==> src/rtl/uart_pkg.sv <==
// Shared UART constants: byte width, frame hold length and sequencer state encoding.
// Latency: n/a (constants only).
// Backpressure: n/a.
package uart_pkg;

    localparam int UART_DATA_W       = 8;
    localparam int UART_FRAME_CYCLES = 11;

    // Sequencer states, kept as plain constants so legacy code can compare against them
    localparam logic [1:0] ST_IDLE  = 2'b00;
    localparam logic [1:0] ST_START = 2'b01;
    localparam logic [1:0] ST_HOLD  = 2'b10;

endpackage

==> src/rtl/tx_fifo_ram.sv <==
// DEPTH x 8 byte storage for the transmit FIFO; synchronous write, asynchronous read.
// Latency: write visible on the read port the cycle after the write edge.
// Backpressure: none; the caller guards writes with its own full flag.
module tx_fifo_ram
    import uart_pkg::*;
#(
    parameter int DEPTH  = 8,
    parameter int ADDR_W = 3
) (
    input  logic                   clock,
    input  logic                   we_i,
    input  logic [ADDR_W-1:0]      waddr_i,
    input  logic [UART_DATA_W-1:0] wdata_i,
    input  logic [ADDR_W-1:0]      raddr_i,
    output logic [UART_DATA_W-1:0] rdata_o
);

    logic [UART_DATA_W-1:0] mem_q [DEPTH];

    // Storage is not reset: stale entries are unreachable once the pointers are cleared
    always_ff @(posedge clock) begin
        if (we_i) begin
            mem_q[waddr_i] <= wdata_i;
        end
    end

    assign rdata_o = mem_q[raddr_i];

endmodule

==> src/rtl/uart_tx_fifo.sv <==
// Transmit FIFO + frame sequencer: buffers host bytes and hands them one at a time to uart_transmitter.
// Latency: byte written at edge N pops at N+1 at the earliest; tx_start follows one cycle later; 13-cycle byte period.
// Backpressure: writes while full are dropped; with UART_TX_FIFO_OVF_EN defined a sticky overflow flag records it.
module uart_tx_fifo
    import uart_pkg::*;
#(
    parameter int DEPTH        = 8,
    parameter int ADDR_W       = 3,
    parameter int FRAME_CYCLES = UART_FRAME_CYCLES
) (
    input  logic                   clock,
    input  logic                   piso_reset,
    input  logic                   wr_en,
    input  logic [UART_DATA_W-1:0] wr_data,
    output logic                   full,
    output logic                   empty,
    output logic [ADDR_W:0]        level,
    output logic [UART_DATA_W-1:0] tx_data,
    output logic                   tx_start,
    output logic                   tx_busy,
    input  logic                   ovf_clr,
    output logic                   overflow
);

    localparam int CNT_W = $clog2(FRAME_CYCLES + 1);
    localparam logic [ADDR_W:0] LVL_FULL = (ADDR_W + 1)'(DEPTH);

    logic [ADDR_W-1:0]      wr_ptr_q, wr_ptr_d;
    logic [ADDR_W-1:0]      rd_ptr_q, rd_ptr_d;
    logic [ADDR_W:0]        level_q, level_d;
    logic [1:0]             state_q, state_d;
    logic [CNT_W-1:0]       hold_cnt_q, hold_cnt_d;
    logic [UART_DATA_W-1:0] tx_data_q, tx_data_d;
    logic [UART_DATA_W-1:0] rd_data;
    logic                   wr_ok;
    logic                   pop;

    tx_fifo_ram #(
        .DEPTH  (DEPTH),
        .ADDR_W (ADDR_W)
    ) u_ram (
        .clock   (clock),
        .we_i    (wr_ok),
        .waddr_i (wr_ptr_q),
        .wdata_i (wr_data),
        .raddr_i (rd_ptr_q),
        .rdata_o (rd_data)
    );

    assign full     = (level_q == LVL_FULL);
    assign empty    = (level_q == '0);
    assign level    = level_q;
    assign tx_data  = tx_data_q;
    assign tx_start = (state_q == ST_START);
    assign tx_busy  = (state_q != ST_IDLE);

    // Accepted write and pop events; full is the pre-edge value, so a pop cannot make room for a same-cycle write
    always_comb begin
        wr_ok = wr_en && !full;
        pop   = (state_q == ST_IDLE) && !empty;
    end

    // Pointer, occupancy and output-byte next state
    always_comb begin
        wr_ptr_d  = wr_ok ? wr_ptr_q + 1'b1 : wr_ptr_q;
        rd_ptr_d  = pop   ? rd_ptr_q + 1'b1 : rd_ptr_q;
        tx_data_d = pop   ? rd_data         : tx_data_q;
        level_d   = level_q;
        case ({wr_ok, pop})
            2'b10:   level_d = level_q + 1'b1;
            2'b01:   level_d = level_q - 1'b1;
            default: level_d = level_q;
        endcase
    end

    // Frame sequencer: one START cycle, then FRAME_CYCLES of HOLD while the transmitter shifts
    always_comb begin
        state_d    = state_q;
        hold_cnt_d = hold_cnt_q;
        case (state_q)
            ST_IDLE: begin
                if (pop) begin
                    state_d = ST_START;
                end
            end
            ST_START: begin
                hold_cnt_d = CNT_W'(FRAME_CYCLES);
                state_d    = ST_HOLD;
            end
            ST_HOLD: begin
                hold_cnt_d = hold_cnt_q - 1'b1;
                if (hold_cnt_q == CNT_W'(1)) begin
                    state_d = ST_IDLE;
                end
            end
            default: begin
                state_d = ST_IDLE;
            end
        endcase
    end

    // State registers; reset drops any frame in flight and empties the FIFO
    always_ff @(posedge clock or negedge piso_reset) begin
        if (!piso_reset) begin
            wr_ptr_q   <= '0;
            rd_ptr_q   <= '0;
            level_q    <= '0;
            state_q    <= ST_IDLE;
            hold_cnt_q <= '0;
            tx_data_q  <= '0;
        end else begin
            wr_ptr_q   <= wr_ptr_d;
            rd_ptr_q   <= rd_ptr_d;
            level_q    <= level_d;
            state_q    <= state_d;
            hold_cnt_q <= hold_cnt_d;
            tx_data_q  <= tx_data_d;
        end
    end

`ifdef UART_TX_FIFO_OVF_EN
    logic overflow_q, overflow_d;

    // Sticky drop flag; a drop in the same cycle as a clear keeps it set
    always_comb begin
        overflow_d = overflow_q;
        if (wr_en && full) begin
            overflow_d = 1'b1;
        end else if (ovf_clr) begin
            overflow_d = 1'b0;
        end
    end

    // Overflow register
    always_ff @(posedge clock or negedge piso_reset) begin
        if (!piso_reset) begin
            overflow_q <= 1'b0;
        end else begin
            overflow_q <= overflow_d;
        end
    end

    assign overflow = overflow_q;
`else
    logic unused_ovf_clr;

    assign unused_ovf_clr = ovf_clr;
    assign overflow       = 1'b0;
`endif

endmodule
==> config.mk <==
export PLATFORM = sky130hd
export DESIGN_NAME = uart_tx_fifo
export DESIGN_NICKNAME = d
export VERILOG_FILES = /design/src/rtl/uart_pkg.sv /design/src/rtl/tx_fifo_ram.sv /design/src/rtl/uart_tx_fifo.sv
export SDC_FILE = /design/constraint.sdc
export NUM_CORES = 1
export LEC_CHECK = 0
export BUFFER_PORTS_ARGS = -buffer_cell sky130_fd_sc_hd__buf_4
export CAP_MARGIN = 40
export CORE_MARGIN = 2
export CORE_UTILIZATION = 50
export CTS_BUF_LIST = sky130_fd_sc_hd__clkbuf_16
export DETAILED_ROUTE_END_ITERATION = 7
export PLACE_DENSITY = 0.72
export SYNTH_ARGS = -nofsm -noshare
export SYNTH_HDL_FRONTEND = slang
export SYNTH_SLANG_ARGS = --single-unit
==> constraint.sdc <==
create_clock -name clock -period 3.1 [get_ports clock]
set_input_delay 0.465 -clock clock [delete_from_list [all_inputs] [get_ports clock]]
set_output_delay 0.465 -clock clock [all_outputs]
set_load 0.02 [all_outputs]
# After elaboration in Yosys (flattened, before gate mapping)
# Memories as Yosys holds them, arrays and structs flattened. A register that Yosys moved wholly into a read port is not among the register bits.
# Index checks and enable logic that the tools add are counted.
[op_classes]
n_eq_ne = 8
reduce_logical = 11
n_mux = 7
addsub = 5
[ops]
columns = ["operator", "n"]
rows = [
  ["one-hot mux 4 bit (2 select lines)", 2],
  ["subtractor 4 x 1 -> 4 bit, second input constant", 2],
  ["adder 3 x 1 -> 3 bit, second input constant", 2],
  ["one-hot mux 2 bit (3 select lines)", 1],
  ["nonzero test 2 bit", 3],
  ["adder 4 x 1 -> 4 bit, second input constant", 1],
  ["equality test 2 x 1 -> 1 bit, second input constant", 2],
  ["equality test 2 bit, second input constant", 2],
  ["equality test 4 x 1 -> 1 bit, second input constant", 1],
  ["equality test 4 bit, second input constant", 1],
  ["zero test 4 bit", 1],
  ["two-way mux 2 bit", 2],
  ["inequality test 2 bit, second input constant", 2],
  ["zero test 1 bit", 3],
  ["logical AND 1 bit", 2],
  ["zero test 2 bit", 1],
  ["two-way mux 1 bit", 2],
  ["AND reduction 2 bit", 1],
]
[word_totals]
ff_bits = 16
input_bits = 12
wordCells = 37
mem_count = 1
mem_bits_rw = 64
output_inout_bits = 17
[memory_table]
columns = ["memory", "words", "width", "read_ports", "rd_ports_with_merged_regs", "wr", "line", "text"]
rows = [
  ["u_ram.mem_q", 8, 8, 1, 1, 1, "tx_fifo_ram.sv:18", "logic [UART_DATA_W-1:0] mem_q [DEPTH];"],
]

# Logic depth before layout (Yosys ltp)
[logic_depth]
word_depth = 5
depth_mapped = 11

# Modules after synthesis
# From an unflattened synthesis, not the netlist that was laid out.
[unflattened]
hier_cells = 215
hier_area_um2 = 3843.7
[modules_own_cells]
columns = ["mod", "seq_area_each_um2", "cells_each", "area_each_um2", "n_inst"]
rows = [
  ["tx_fifo_ram", 1921.8, 106, 2531.2, 1],
  ["uart_tx_fifo", 600.6, 109, 1312.5, 1],
]

# Least setup slack after synthesis
# Ideal clock, no wire load.
[synth_timing]
path_type = "register -> register"
start = "register level_q[1] (netlist: level[1])"
end = "register level_q[3] (netlist: level[3])"
path_buffers = 1
t_arrival_ns = 2.627
path_stages_with_launch = 10
slack_ns = 0.357
cell_sequence = "dfrtp_1 nor4_2 nand2b_1 buf_6 inv_2 ha_1 ha_1 a21oi_1 o21ai_0 o311ai_0"
[synth_via]
elab_chain_cells = 5
[synth_lines]
columns = ["item", "line", "text"]
rows = [
  ["from (decl)", "uart_tx_fifo.sv:30", "logic [ADDR_W:0] level_q, level_d;"],
  ["from (signal assigned)", "uart_tx_fifo.sv:114", "level_q <= level_d;"],
  ["zero test 4 bit (*)", "uart_tx_fifo.sv:51", "assign empty = (level_q == '0);"],
  ["named net empty", "uart_tx_fifo.sv:16", "output logic empty,"],
  ["zero test 1 bit (*)", "uart_tx_fifo.sv:60", "pop = (state_q == ST_IDLE) && !empty;"],
  ["logical AND 1 bit (*)", "uart_tx_fifo.sv:60", ""],
  ["named net pop", "uart_tx_fifo.sv:36", "logic pop;"],
  ["equality test 2 x 1 -> 1 bit or equality test 2 bit (tied branches)", "uart_tx_fifo.sv:69", "case ({wr_ok, pop})"],
  ["one-hot mux 4 bit (2 select lines) or nonzero test 2 bit (tied branches)", "--", ""],
]
# Mark *: on every way through the listed nets, which the timed path passes. The rest lies on a longest branch.
# A chain may end at the register's enable or synchronous reset.

# Final worst setup path
[layout_timing]
start = "register level_q[0] (netlist: level[0])"
end = "register level_q[3] (netlist: level[3])"
[layout_via]
elab_chain_cells = 5
[layout_lines]
columns = ["item", "line"]
rows = [
  ["equality test 4 bit or zero test 4 bit (tied branches)", "uart_tx_fifo.sv:50, uart_tx_fifo.sv:51"],
  ["zero test 1 bit, on equally long branches", "uart_tx_fifo.sv:59, uart_tx_fifo.sv:60"],
  ["logical AND 1 bit, on equally long branches", "uart_tx_fifo.sv:59, uart_tx_fifo.sv:60"],
  ["equality test 2 x 1 -> 1 bit or equality test 2 bit (tied branches)", "uart_tx_fifo.sv:69"],
  ["one-hot mux 4 bit (2 select lines) or nonzero test 2 bit (tied branches)", "--"],
]
# Several ways; a longest one is shown, not always the timed one.

==> results by group <==
Timing
  – Fin crit share: 83.63%
  – Maximum clock frequency: 0.3857 GHz
  – Worst hold margin: around 17 ps
  – Clk_skew: between 7 and 8 ps
  – Max-slew violations: 0
  – Max_slew headroom: between 40 and 50%
  – Final setup violation count: 0
  – Setup TNS: 0 ps
  – Final min period: 2593 ps
  – RSZ-0062 raised after global routing: no
  – Worst Max-Slew Pin Slew: 765.7 ps
  – Fin. Hold Viols: 0

Worst setup path
  – Crit-path leading delay family: compound AO/OA/AOI/OAI gates
  – Buffers and inverters on the worst path: 1
  – Critical path arrival: 2800 ps
  – Worst R2R End: level[3]$_DFFE_PN0P_
  – Crit path largest cell delay: between 400 and 500 ps
  – Startpoint types: register
  – Critical-path cell list: nor3_1 -> a21boi_1 -> inv_2 -> ha_1 -> ha_1 -> a21oi_1 -> o21ai_0 -> o311ai_0
  – Worst path slowest cell: dfrtp_1
  – Critical path type: register to register
  – Critical Path End Type: register
  – R2R depth: 8
  – RR Startpoint: level[0]$_DFFE_PN0P_
  – Req. time, crit path: about 3300 ps
  – CP Max Fanout: 8
  – R2R setup slack: approximately 500 ps
  – Crit-path most repeated cell: ha_1

Clock network
  – CTS buffer count: 9
  – Clock slew at reported path FFs: 60 ps
  – H-tree levels: 3
  – Root Driver: clkbuf_16
  – Worst-skew pair later-pin latency: roughly 330 ps
  – CTS sink cnt: 88
  – Post-CTS Hold Fix Bufs: 0
  – CTS tree: yes
  – Post-CTS Setup Bufs: 0
  – Worst-case clock buffer depth: 2
  – Post_cts resized: 0

Die
  – Die ar.: between 8000 and 9000 sq um
  – I/O pin cnt: 29
  – Initial Util: roughly 52%
  – # rows: 31
  – Die Width: between 90 and 100 um
  – Die Ht: a little over 90 um
  – Core footprint: roughly 7300 sq um

Synth
  – Mapped cell area: ~3800 sq um
  – Post-synth EDFFs: 64
  – Sequential fraction of the synthesis area: 66.32%
  – Yosys cell types: 40
  – Mean Syn Cell Area: about 15 sq um
  – Synth warnings: 0
  – Synth Register Bits: between 80 and 90
  – Ys async rst share: between 20% and 30%
  – Syn_nets: around 280
  – Cells after Synth: approximately 250
  – Top FF cell, synth: edfxtp_1

Drt
  – Via density: about 5.3
  – DRT iter0 DRCs: 114
  – Pre-antenna DRT Iters: 4
  – Routed len/inst: 15.95 um
  – Via count: slightly above 2,000
  – Antenna-violating nets left: 0
  – # DRC: 0
  – Final WL: slightly above 6 mm

Finish
  – Layout cells sized above 1: 26.71%
  – Final instance area: approximately 4300 sq um
  – Commonest non-fill, non-tap cell in the layout: edfxtp_1
  – Nets@finish: 311
  – Fin util: 59.49%
  – Area Growth Syn to Fin: 14.05%
  – Ant diodes: 0
  – Most frequent cells in the layout: 64 x edfxtp_1, 33 x buf_4, 24 x dfrtp_1

Global route
  – GR Overflow Total: 0
  – Vias in the first global route: ~2,100
  – Initial antenna violation count: 0
  – Largest net degree at the start of global routing: 35
  – First-pass GRT wire length: 10.43 mm
  – GRT Overall Usage: 16.56%

Placed design
  – Placed wire-length estimate: 4.199 mm
  – Post-placement cell area: about 4100 sq um
  – Port Buf Inserts: 26
  – GP Congestion: roughly 0.70

Power and ir drop
  – Max IR drop VDD: a little under 400 uV
  – Pwr Density: 1009 nW/um^2
  – Lkg Pwr: 1.671 nW

Outcome
  – Outcome: finished clean

Min path
  – Worst Hold Class: input pin to asynchronous set/reset pin

Job
  – Total of max-cap violations: 0
-- area by class of cell --
| type | instances | area (sq um) |
|---|---|---|
| Clock inverter | 7 | 48.80 |
| Clock buffer | 9 | 225.2 |
| Multi-Input combinational cell | 142 | 1121 |
| Timing Repair Buffer | 33 | 247.7 |
| Tap cell | 99 | 123.9 |
| Fill cell | 581 | 2954 |
| Inverter | 13 | 48.80 |
| Sequential cell | 88 | 2522 |
-- per-stage QoR --
| step | total power, W | setup slack, ps | instances |
|---|---|---|---|
| floorplan | 0.003069 | 357.2 | 254 |
| global placement | 0.003386 | 593.3 | 375 |
| detailed placement | 0.003434 | 492.4 | 375 |
| CTS | 0.004417 | 483.8 | 391 |
| global route | 0.004672 | 255.9 | 391 |
| finish | 0.004377 | 507.4 | 391 |
-- cell families (layout without fill, tap and decap cells) --
kind of cell / count (synthesis) / count (layout) / share of synthesized area (%)
adders and majority gates: 12 / 12 / 4.145
xor gates and xnor gates: 6 / 6 / 1.382
buffers and inverters: 24 / 62 / 4.210
DFF: 88 / 88 / 66.32
and+or+nand+nor: 50 / 50 / 6.448
other: 1 / 1 / 0.09859
muxes: 36 / 36 / 10.10
AOI/OAI and AO/OA: 37 / 37 / 7.303
-- Yosys cell counts (all sizes together), types with 5 or more instances --
cell type  count  area (sq um)
inv           13         48.80
nor3           7         35.03
nor2           7         26.28
edfxtp        64          1922
buf            8         100.1
nand2         20         77.58
mux2i         17         170.2
o22ai          8         50.05
o21ai         14         100.1
nand2b         5         31.28
dfrtp         24         600.6
ha            11         137.6
mux2          19         214.0
a221o          8         80.08
-- state kept, by name, indices dropped and copies added, names as in the netlist --
name         cells
rd_ptr_q         3
state_q          2
tx_data          8
hold_cnt_q       4
level            4
wr_ptr_q         3
u_ram.mem_q     64
-- worst max path at each step --
stage                         start              endpoint  slack, ps  cells after the start
2_1_floorplan  level[1]$_DFFE_PN0P_  level[3]$_DFFE_PN0P_        360                      9
3_3_place_gp   level[0]$_DFFE_PN0P_  level[3]$_DFFE_PN0P_        590                      8
3_5_place_dp   level[0]$_DFFE_PN0P_  level[3]$_DFFE_PN0P_        490                      8
4_1_cts        level[0]$_DFFE_PN0P_  level[3]$_DFFE_PN0P_        480                      8
5_1_grt        level[0]$_DFFE_PN0P_  level[3]$_DFFE_PN0P_        260                      8
6_report       level[0]$_DFFE_PN0P_  level[3]$_DFFE_PN0P_        510                      8
-- power by group --
| group | switching (W) | total, W | internal (W) |
|---|---|---|---|
| registers | 0.000173 | 0.00172 | 0.00155 |
| logic | 0.000938 | 0.00167 | 0.000736 |
| clock network | 0.000440 | 0.000983 | 0.000542 |
-- layer usage --
layer  global-route usage, %  routed length [um]
met5                       0                   0
met4                   7.576                  69
met1                   22.64                2979
met2                   25.62                2957
met3                   3.485                 229
-- worst reg2reg max path: stages, from the launching register on --
cell	delay [ps]
dfrtp_1	470
nor3_1	100
a21boi_1	450
inv_2	130
ha_1	300
ha_1	300
a21oi_1	240
o21ai_0	130
o311ai_0	360
Note: power is estimated with default switching activity, not from simulation.
